===== config.mk =====
export PLATFORM = sky130hd
export DESIGN_NAME = usb_tx
export DESIGN_NICKNAME = d
export VERILOG_FILES = /design/src/rtl/usb_pkg.sv /design/src/rtl/usb_crc16.sv /design/src/rtl/usb_tx.sv
export SDC_FILE = /design/constraint.sdc
export NUM_CORES = 1
export LEC_CHECK = 0
export ABC_AREA = 1
export CAP_MARGIN = 20
export CORE_UTILIZATION = 53
export CTS_CLUSTER_DIAMETER = 80
export CTS_CLUSTER_SIZE = 28
export DETAILED_ROUTE_END_ITERATION = 8
export GPL_TIMING_DRIVEN = 0
export PLACE_DENSITY_LB_ADDON = 0.2
export SYNTH_ARGS = -nofsm -noshare
export SYNTH_HDL_FRONTEND = slang
export SYNTH_SLANG_ARGS = --single-unit

===== constraint.sdc =====
create_clock -name clk -period 1.87 [get_ports clk]
set_input_delay 0.187 -clock clk [delete_from_list [all_inputs] [get_ports clk]]
set_output_delay 0.187 -clock clk [all_outputs]
set_load 0.02 [all_outputs]

===== src/rtl/usb_pkg.sv =====
// Shared encodings for the USB low/full-speed transmitter.
// Holds request codes, PID/SYNC bytes, CRC16 constants and the transmit state enum.
// No logic; constant helpers only.
package usb_pkg;

    // tx_packet request encoding; codes 6 and 7 are illegal.
    typedef enum logic [2:0] {
        PKT_NONE  = 3'd0,
        PKT_DATA0 = 3'd1,
        PKT_DATA1 = 3'd2,
        PKT_ACK   = 3'd3,
        PKT_NAK   = 3'd4,
        PKT_STALL = 3'd5
    } tx_pkt_e;

    localparam logic [7:0]  SYNC_BYTE      = 8'h80;
    localparam logic [7:0]  PID_DATA0      = 8'hC3;
    localparam logic [7:0]  PID_DATA1      = 8'h4B;
    localparam logic [7:0]  PID_ACK        = 8'hD2;
    localparam logic [7:0]  PID_NAK        = 8'h5A;
    localparam logic [7:0]  PID_STALL      = 8'h1E;
    localparam logic [15:0] CRC16_POLY     = 16'h8005;
    localparam logic [15:0] CRC16_INIT     = 16'hFFFF;
    localparam logic [6:0]  MAX_DATA_COUNT = 7'd64;

    typedef enum logic [2:0] {
        IDLE, SYNC, PID, LOAD, DATA, CRC, EOP_SE0, EOP_J
    } state_e;

    // Bit-reverse, used to turn the MSB-first polynomial into its LSB-first form.
    function automatic logic [15:0] reflect16(input logic [15:0] v);
        logic [15:0] r;
        r = '0;
        for (int i = 0; i < 16; i++) r[i] = v[15-i];
        return r;
    endfunction

    function automatic logic [7:0] pid_byte(input tx_pkt_e pkt);
        logic [7:0] p;
        case (pkt)
            PKT_DATA0: p = PID_DATA0;
            PKT_DATA1: p = PID_DATA1;
            PKT_ACK:   p = PID_ACK;
            PKT_NAK:   p = PID_NAK;
            PKT_STALL: p = PID_STALL;
            default:   p = 8'h00;
        endcase
        return p;
    endfunction

endpackage


===== src/rtl/usb_crc16.sv =====
// Serial USB CRC16, one payload bit per enabled clock, LSB-first (reflected) form.
// Latency: crc reflects a bit the cycle after bit_en; clr loads the init value next cycle.
// No backpressure; caller strobes bit_en only for real payload bits.
// Ports: clk, n_rst (sync, active-high), clr, bit_en, bit_in -> crc[15:0] (uncomplemented).
module usb_crc16
    import usb_pkg::*;
(
    input  logic        clk,
    input  logic        n_rst,
    input  logic        clr,
    input  logic        bit_en,
    input  logic        bit_in,
    output logic [15:0] crc
);
    localparam logic [15:0] POLY_REFL = reflect16(CRC16_POLY);

    logic [15:0] crc_d, crc_q;
    logic        fb;

    always_comb begin
        crc_d = crc_q;
        fb    = crc_q[0] ^ bit_in;
        if (clr) begin
            crc_d = CRC16_INIT;
        end else if (bit_en) begin
            crc_d = {1'b0, crc_q[15:1]} ^ (fb ? POLY_REFL : 16'h0000);
        end
    end

    always_ff @(posedge clk) begin
        if (n_rst) crc_q <= CRC16_INIT;
        else       crc_q <= crc_d;
    end

    assign crc = crc_q;
endmodule


===== src/rtl/usb_tx.sv =====
// USB packet transmitter: SYNC, PID, payload, CRC16, EOP with NRZI and optional bit stuffing.
// Latency: request accepted in IDLE, first SYNC bit on the line the next cycle.
// Backpressure: requests ignored while busy; payload pulled one byte at a time via get_tx_packet_data.
// Ports: clk, n_rst (sync, active-high); tx_packet/tx_data_count request; tx_packet_data in,
//        get_tx_packet_data out; dplus_out/dminus_out line; tx_transfer_active, tx_error status.
// Build option: define USB_TX_BITSTUFF_EN to insert a stuffed 0 after six consecutive 1s.
module usb_tx
    import usb_pkg::*;
#(
    parameter int BIT_CLKS = 8
)(
    input  logic       clk,
    input  logic       n_rst,
    input  logic [2:0] tx_packet,
    input  logic [6:0] tx_data_count,
    input  logic [7:0] tx_packet_data,
    output logic       get_tx_packet_data,
    output logic       dplus_out,
    output logic       dminus_out,
    output logic       tx_transfer_active,
    output logic       tx_error
);
`ifdef USB_TX_BITSTUFF_EN
    localparam bit STUFF_EN = 1'b1;
`else
    localparam bit STUFF_EN = 1'b0;
`endif

    state_e      state_d, state_q;
    logic [4:0]  bit_cnt_d, bit_cnt_q;   // clock within the current bit time
    logic [4:0]  idx_d, idx_q;           // bit index within the current field
    logic [2:0]  ones_d, ones_q;         // run of transmitted 1s
    logic        lvl_d, lvl_q;           // line level of the previous bit (1 = J)
    logic [7:0]  sr_d, sr_q;             // SYNC/PID/payload byte being sent
    logic [7:0]  byte_d, byte_q;         // prefetched payload byte
    logic [7:0]  pid_d, pid_q;
    logic        hs_d, hs_q;
    logic [6:0]  left_d, left_q;         // payload bytes not yet loaded into sr
    logic        pay_d, pay_q;           // sr holds payload, so its bits feed the CRC
    logic        fetched_d, fetched_q;
    logic        get_dly_d, get_dly_q;
    logic        err_d, err_q;

    tx_pkt_e     req;
    logic        req_data, req_hs, req_bad, accept;
    logic        bit_end, sending, stuff, data_bit, line_lvl, adv, get_pulse;
    logic [15:0] crc;

    assign req      = tx_pkt_e'(tx_packet);
    assign req_data = (req == PKT_DATA0) || (req == PKT_DATA1);
    assign req_hs   = (req == PKT_ACK) || (req == PKT_NAK) || (req == PKT_STALL);
    assign req_bad  = (tx_packet[2:1] == 2'b11) || (req_data && (tx_data_count > MAX_DATA_COUNT));
    assign accept   = (state_q == IDLE) && (req_data || req_hs) && !req_bad;

    assign bit_end  = (bit_cnt_q == 5'(BIT_CLKS - 1));
    assign sending  = (state_q == SYNC) || (state_q == PID) || (state_q == LOAD) ||
                      (state_q == DATA) || (state_q == CRC);
    assign stuff    = STUFF_EN && sending && (ones_q == 3'd6);
    assign data_bit = (state_q == CRC) ? ~crc[idx_q[3:0]] : sr_q[idx_q[2:0]];
    // NRZI: a 0 toggles the level, a 1 (and only a 1) holds it.
    assign line_lvl = (stuff || !data_bit) ? ~lvl_q : lvl_q;
    assign adv      = bit_end && sending && !stuff;
    // LOAD carries the final bit of the preceding field while the next byte is fetched,
    // so the byte is in byte_q before DATA needs it and the bit stream has no gap.
    assign get_pulse = (state_q == LOAD) && !fetched_q;

    usb_crc16 u_crc (
        .clk    (clk),
        .n_rst  (n_rst),
        .clr    (accept),
        .bit_en (adv && pay_q && ((state_q == DATA) || (state_q == LOAD))),
        .bit_in (data_bit),
        .crc    (crc)
    );

    always_comb begin
        ones_d = ones_q;
        if (state_q == IDLE) begin
            ones_d = 3'd0;
        end else if (sending && bit_end) begin
            if (stuff || !data_bit)     ones_d = 3'd0;
            else if (ones_q != 3'd6)    ones_d = ones_q + 3'd1;
        end
    end

    always_comb begin
        state_d   = state_q;
        bit_cnt_d = bit_end ? 5'd0 : bit_cnt_q + 5'd1;
        idx_d     = idx_q;
        lvl_d     = (sending && bit_end) ? line_lvl : lvl_q;
        sr_d      = sr_q;
        byte_d    = get_dly_q ? tx_packet_data : byte_q;
        pid_d     = pid_q;
        hs_d      = hs_q;
        left_d    = left_q;
        pay_d     = pay_q;
        fetched_d = fetched_q | get_pulse;
        get_dly_d = get_pulse;
        err_d     = 1'b0;

        case (state_q)
            IDLE: begin
                bit_cnt_d = 5'd0;
                idx_d     = 5'd0;
                lvl_d     = 1'b1;
                err_d     = req_bad;
                if (accept) begin
                    state_d   = SYNC;
                    sr_d      = SYNC_BYTE;
                    pid_d     = pid_byte(req);
                    hs_d      = req_hs;
                    left_d    = tx_data_count;
                    pay_d     = 1'b0;
                    fetched_d = 1'b0;
                end
            end
            SYNC: if (adv) begin
                if (idx_q == 5'd7) begin
                    state_d = PID;
                    idx_d   = 5'd0;
                    sr_d    = pid_q;
                end else begin
                    idx_d = idx_q + 5'd1;
                end
            end
            PID, DATA: if (adv) begin
                if (idx_q == 5'd7) begin
                    state_d = (state_q == PID && hs_q) ? EOP_SE0 : CRC;
                    idx_d   = 5'd0;
                    pay_d   = 1'b0;
                end else begin
                    idx_d = idx_q + 5'd1;
                    if (idx_q == 5'd6 && !hs_q && left_q != 7'd0) state_d = LOAD;
                end
            end
            LOAD: if (adv) begin
                state_d   = DATA;
                idx_d     = 5'd0;
                sr_d      = byte_q;
                pay_d     = 1'b1;
                left_d    = left_q - 7'd1;
                fetched_d = 1'b0;
            end
            CRC: begin
                // idx 16 is a tail slot holding the stuffed 0 a CRC ending in six 1s needs.
                if (bit_end && stuff && idx_q == 5'd16) begin
                    state_d = EOP_SE0;
                    idx_d   = 5'd0;
                end else if (adv) begin
                    if (idx_q == 5'd15 && !(STUFF_EN && ones_d == 3'd6)) begin
                        state_d = EOP_SE0;
                        idx_d   = 5'd0;
                    end else begin
                        idx_d = idx_q + 5'd1;
                    end
                end
            end
            EOP_SE0: if (bit_end) begin
                if (idx_q == 5'd1) begin
                    state_d = EOP_J;
                    idx_d   = 5'd0;
                end else begin
                    idx_d = idx_q + 5'd1;
                end
            end
            EOP_J: if (bit_end) state_d = IDLE;
            default: state_d = IDLE;
        endcase
    end

    always_ff @(posedge clk) begin
        if (n_rst) begin
            state_q   <= IDLE;
            bit_cnt_q <= 5'd0;
            idx_q     <= 5'd0;
            ones_q    <= 3'd0;
            lvl_q     <= 1'b1;
            sr_q      <= 8'h00;
            byte_q    <= 8'h00;
            pid_q     <= 8'h00;
            hs_q      <= 1'b0;
            left_q    <= 7'd0;
            pay_q     <= 1'b0;
            fetched_q <= 1'b0;
            get_dly_q <= 1'b0;
            err_q     <= 1'b0;
        end else begin
            state_q   <= state_d;
            bit_cnt_q <= bit_cnt_d;
            idx_q     <= idx_d;
            ones_q    <= ones_d;
            lvl_q     <= lvl_d;
            sr_q      <= sr_d;
            byte_q    <= byte_d;
            pid_q     <= pid_d;
            hs_q      <= hs_d;
            left_q    <= left_d;
            pay_q     <= pay_d;
            fetched_q <= fetched_d;
            get_dly_q <= get_dly_d;
            err_q     <= err_d;
        end
    end

    assign dplus_out          = (state_q == EOP_SE0) ? 1'b0 : (sending ? line_lvl  : 1'b1);
    assign dminus_out         = (state_q == EOP_SE0) ? 1'b0 : (sending ? ~line_lvl : 1'b0);
    assign tx_transfer_active = (state_q != IDLE);
    assign get_tx_packet_data = get_pulse;
    assign tx_error           = err_q;
endmodule


* Yosys cells after proc, flatten, opt, wreduce, memory -nomap -nowiden
Cells that the tools add are included.
Storage, ports and cells: register bits 66
Operators by class: $lt $le $gt $ge 3, multiplexer cells 50, equal/unequal tests 31, bitwise gates (word level) 7, reduce and logical (&&, ||, !) cells 42, add/sub/neg operators 3
Operators by type and width (count):
- one-hot mux 8 bit (5 select lines) | 1
- two-way mux 3 bit | 12
- two-way mux 5 bit | 7
- two-way mux 8 bit | 4
- one-hot mux 5 bit (5 select lines) | 1
- one-hot mux 8 bit (3 select lines) | 1
- one-hot mux 3 bit (7 select lines) | 1
- equality test 3 bit, second input constant | 6
- inequality test 2 bit, second input constant | 9
- two-way mux 16 bit | 1
- XOR 15 x 16 -> 16 bit | 1
- equality test 5 x 3 -> 1 bit, second input constant | 3
- AND reduction 5 bit | 3
- two-way mux 1 bit | 14
- two-way mux 7 bit | 2
- one-hot mux 7 bit (2 select lines) | 1
- equality test 3 x 2 -> 1 bit, second input constant | 4
- AND reduction 11 bit | 1
- adder 5 x 1 -> 5 bit, second input constant | 2
- logical AND 1 bit | 10
- logical OR 1 bit | 10
- nonzero test 3 bit | 3
- OR reduction 2 bit | 4
- greater-than comparator 7 bit, second input constant | 1
- other kinds (25) | 34

* Logic depth before layout (Yosys ltp)
depth after elaboration 8, gate-level depth with buffers 14, gate-level depth less buffers 14

* Modules after synthesis
From an unflattened synthesis, not the netlist that was laid out.
Unflattened totals: cell total of the unflattened synthesis 544, area, all modules 3671.0 sq um
Modules (own cells, without submodules):
- usb_tx | cells each 463, sequential area each 980.9 sq um, instances 1, area an instance 3040.4 sq um
- usb_crc16 | cells each 81, sequential area each 320.3 sq um, instances 1, area an instance 630.6 sq um

* Worst setup path before layout
No wires, ideal clock.
path kind register -> register, from reg idx_q[0], to reg state_q[2], library setup time 0.128 ns, slack 0.129 ns, data required time 1.742 ns, stages on the path, launching flop included 12, path buffers 0, data arrival time 1.613 ns, clock period less this slack 1.741 ns, path through dfxtp_1 -> ha_1 -> nand2_1 -> nor2_1 -> ha_1 -> or2_2 -> nand2_1 -> inv_1 -> nand3_1 -> nor2_4 -> o21ai_0 -> nor2_1
On the way: cells in the longest elaborated chain, start to end 5, elaborated cells on any way between the ends 14, classes of those cells 8 x eq/ne; 3 x mux; 3 x reduce/logical
Ends and longest elaborated chain:
- start: declaration | RTL line usb_tx.sv:31 | logic [4:0] idx_d, idx_q;
- start signal: assignment | RTL line usb_tx.sv:190 | idx_q <= idx_d;
- equality test 5 x 3 -> 1 bit | RTL line usb_tx.sv:133 | if (idx_q == 5'd6 && !hs_q && left_q != 7'd0) state_d = LOAD;
- logical AND 1 bit (2 in a row) | RTL line usb_tx.sv:133
- inequality test 3 bit (no source line)
- AND reduction 11 bit (no source line)
- end signal: assignment | RTL line usb_tx.sv:188 | state_q <= state_d;
- end: declaration | RTL line usb_tx.sv:29 | state_e state_d, state_q;
Parallel ways exist; a longest one is shown, timed or not. The select of a mux whose other input is x is not followed. A chain may end at the register's enable or synchronous reset.

* Final worst setup path
from reg idx_q[0], to out dplus_out
On the way: cells in the longest elaborated chain, start to end 7, elaborated cells on any way between the ends 9, classes of those cells 8 x mux; 1 x bitwise
Ends and longest elaborated chain:
- binary-select mux 1 bit (select 4 bit) | RTL line usb_tx.sv:59 | assign data_bit = (state_q == CRC) ? ~crc[idx_q[3:0]] : sr_q[idx_q[2:0]];
- two-way mux 1 bit (not written as such) | RTL line usb_tx.sv:59
- NOT 1 bit | RTL line usb_tx.sv:59
- two-way mux 1 bit (*) | RTL line usb_tx.sv:59
- two-way mux 1 bit (*) | RTL line usb_tx.sv:61 | assign line_lvl = (stuff || !data_bit) ? ~lvl_q : lvl_q;
- two-way mux 1 bit (*) (2 in a row) | RTL line usb_tx.sv:205 | assign dplus_out = (state_q == EOP_SE0) ? 1'b0 : (sending ? line_lvl : 1'b1);
- end: declaration | RTL line usb_tx.sv:18 | output logic dplus_out,
Every way passes the cells marked *; elsewhere a longest branch is shown, timed or not. The select of a mux whose other input is x is not followed.

==> run summary <==
status: finished, violations left
failing checks: negative setup slack
critical path class: flop to output pin
synthesized cell area: 0.00348 mm²
Sum Neg Setup Slack: -0.566 ns
GRT Total Usage: 24.7%
fin crit share: 108%
most frequent cells in the layout: 84 x nand2_1, 62 x dfxtp_1, 61 x nor2_1
Netlist cell types: 34
First-pass DRT Iterations: 4
initial antenna violation count: 0
Pint: 0.00355 W
CP max stage cell: dfxtp_4
minimum clock period: 2.02 ns
power share of the sequential group: 30.0%
Synth Net Count: 546
Adder-Cell Fraction of Synth Area: 3.96%
critical path's top delay family: simple AND/OR/NAND/NOR gates
Final Util: 68.2%
type of the worst min-delay path: input pin to flop
mux contribution to synthesized area: 0%
sw frac: 40.7%
XOR/XNOR Fraction of Synth Area: 1.26%
Pleak: 1.99 nW
power share of the combinational group: 45.6%
WP buf/inv: 4
end of the worst register-to-register path: state_q[2]$_SDFFE_PP0P_
CP peak stage delay: 0.42 ns
Crit path top cell by count: nand2_2
startpoint types: flop
DRT Wirelength: 8.48 mm
register area share after synthesis: 37.4%
maxcap violations: 0
share of cells above drive strength 1: 18.3%
ant diodes: 0
# fillers: 582
Worst Setup Slack, final: -0.148 ns
remaining routing DRC violations: 0
Clk pwr share: 24.5%
uppermost layer routed: met4
Nets: 589
Synth Area in Compound Gates: 17.8%
DP HPWL: 5.87 mm
Critical Path Start: idx_q[0]$_SDFFE_PP0P_
largest family of logic cells by synthesized area: simple AND/OR/NAND/NOR gates
Initial Util: 54.8%
Area Overhead vs Synth: 24.5%
r2r setup slk: -0.12 ns
CTS Root Cell: clkbuf_8
yosys warns: 0
CTS Sinks: 65
DR iter-0 viols: 163
CTS tree: yes
CTS Buf Count: 9
Reg clk slew, reported paths: 0.08 ns
worst r2r src: idx_q[0]$_SDFFE_PP0P_
commonest non-fill, non-tap cell in the layout: nand2_1
global-route wire length before repair: 13.8 mm
core area: 0.00635 mm²
pre-CTS setup slack: -0.593 ns
later-pin clock latency in the skew report: 0.35 ns
skew final: 0.0101 ns
hold buffers post-CTS: 0
CTS HTree Levels: 3
Mapped Cells: 515
peak fanout along the critical path: 8
unrepaired setup endpoints after global routing: yes
Max VDD drop: 0.00113 V
GPL Wtd Cong: 0.917
R2R depth: 12
Setup crit end kind: output pin
CP arrival: 1.83 ns
vias in the first global route: 3155
DRT antenna net count: 0
M1 WL: 3.77 mm
Pins Over Slew Limit: 0
Die H: 83.0 µm
syn_area_per_cell: 6.75 µm²
drt wl/cell: 13.2 µm
# setup viols final: 6
DR WL met3: 286 µm
PwrDens: 1380 mW/mm²
I/O Buffers: 24
Synth Register Bits: 65
die area: 0.00689 mm²
max frequency: 0.496 GHz
Slew HR: 61.5%
critical-path cell list: inv_4, buf_8, nand2_2, nand3_2, nand3_1, nand3_1, nand2_2, nand2_2, nand2_2, nand3_2, nand2_2, inv_2, buf_6
CP Depth: 13
metal2 WL: 4.18 mm
# rows: 29
pin count of the biggest net entering global routing: 20
Synth Area in Simple Gates: 29.0%
Vias: 3428
CP Data Required Time: 1.68 ns
grt ovf: 0
Slew @ Worst Pin: 0.577 ns
vias per inst: 5.36
die width: 83.0 µm
Final Hold Fails: 0
IO Count: 25
switching power of the nets: 0.00244 W
Max clock buf depth: 2
Worst Setup EP: dplus_out
## cells by family (layout without fill, tap and decap cells)
| kind of cell | Yosys count | in the layout |
|---|---|---|
| simple gates | 231 | 232 |
| flops | 65 | 65 |
| xor+xnor | 5 | 5 |
| compound gates | 113 | 113 |
| fa+ha+maj | 11 | 11 |
| buf+inv | 90 | 137 |
## synth_stat cells, drive strengths merged
| master | number | area share, % |
|---|---|---|
| o2111a | 1 | 0.32 |
| o211ai | 3 | 0.65 |
| nand2 | 104 | 12 |
| inv | 73 | 7.9 |
| a22oi | 1 | 0.22 |
| xor2 | 4 | 1.0 |
| or2 | 1 | 0.18 |
| ha | 11 | 4.0 |
| o21ai | 55 | 7.9 |
| o22ai | 7 | 1.3 |
| nor2 | 67 | 7.8 |
| a221oi | 1 | 0.25 |
| nor3 | 4 | 0.58 |
| a211oi | 3 | 0.65 |
| nand4 | 6 | 1.1 |
| buf | 11 | 2.0 |
| xnor2 | 1 | 0.25 |
| o21a | 1 | 0.22 |
| o41ai | 1 | 0.25 |
| dfxtp | 65 | 37 |
| clkbuf | 6 | 0.65 |
| o2111ai | 1 | 0.25 |
| a21oi | 39 | 5.8 |
| nand3 | 49 | 7.2 |
## registers in the layout, indices dropped and copies added (netlist names)
register   count
u_crc.crc     16
byte_q         8
sr_q           8
left_q         7
pid_q          7
bit_cnt_q      5
idx_q          5
state_q        3
fetched_q      1
get_dly_q      1
hs_q           1
lvl_q          1
pay_q          1
tx_error       1
## layout make-up
class                           instances  area [µm²]  area share [%]
Timing Repair inverter                  1        7.51           0.173
Inverter                               73         279            6.44
Clock inverter                          6         115            2.66
Sequential cell                        65        1310            30.2
Timing Repair Buffer                   31         315            7.28
Tap cell                               77        96.3            2.22
Multi-Input combinational cell        361        1960            45.3
Buffer                                 16         119            2.74
Clock buffer                           10         128            2.95
## stage by stage
| stage | std cells | instance area, µm² | hold slack (ns) | power, W |
|---|---|---|---|---|
| 6_report | 640 | 4330 | 0.315 | 0.00598 |
| 5_1_grt | 640 | 4330 | 0.345 | 0.00644 |
| 4_1_cts | 638 | 4180 | 0.404 | 0.00576 |
| 3_5_place_dp | 616 | 3810 | 0.441 | 0.00405 |
| 3_3_place_gp | 616 | 3810 | 0.428 | 0.00401 |
| 2_1_floorplan | 515 | 3480 | 0.322 | 0.00347 |
## worst register-to-register path, delay by kind of cell, from the launching register on
kind	cells	cell delay, ns
buffers and inverters	2	0.21
DFF	1	0.39
AOI/OAI and AO/OA	1	0.16
and+or+nand+nor	7	0.75
adders and majority gates	2	0.35
## worst min path at each step
stage | start | endpoint | slack [ns] | cells past startpoint
finish | tx_packet[1] | pid_q[4]$_SDFFE_PP0P_ | 0.31 | 3
global route | tx_packet[2] | pid_q[7]$_SDFFE_PP0P_ | 0.34 | 4
CTS | tx_packet_data[4] | byte_q[4]$_SDFFE_PP0P_ | 0.40 | 3
detailed placement | fetched_q$_SDFF_PP0_ | get_dly_q$_SDFF_PP0_ | 0.44 | 1
global placement | bit_cnt_q[0]$_SDFF_PP0_ | bit_cnt_q[0]$_SDFF_PP0_ | 0.43 | 1
floorplan | tx_packet_data[2] | byte_q[2]$_SDFFE_PP0P_ | 0.32 | 2
## power by group through the flow
stage | clock network [W] | registers (W) | logic, W
finish | 0.00146 | 0.00179 | 0.00273
detailed placement | 0 | 0.00180 | 0.00225
CTS | 0.00149 | 0.00178 | 0.00249
floorplan | 0 | 0.00176 | 0.00171
global placement | 0 | 0.00179 | 0.00222
global route | 0.00156 | 0.00182 | 0.00305
## routing by layer
metal,vias to the layer above,global-route usage (%)
li1,1765,-
met5,-,0
met2,82,41.1
met4,0,13.2
met1,1560,30.9
met3,21,3.58
## timing repair
item	in CTS	in global routing
hold endpoints to repair	0	0
gates resized for setup	38	41
endpoints found under the setup margin	8	41
setup buffers	7	1
cloned	0	3
pin swaps	7	18
Note: power is estimated with default switching activity, not from simulation.
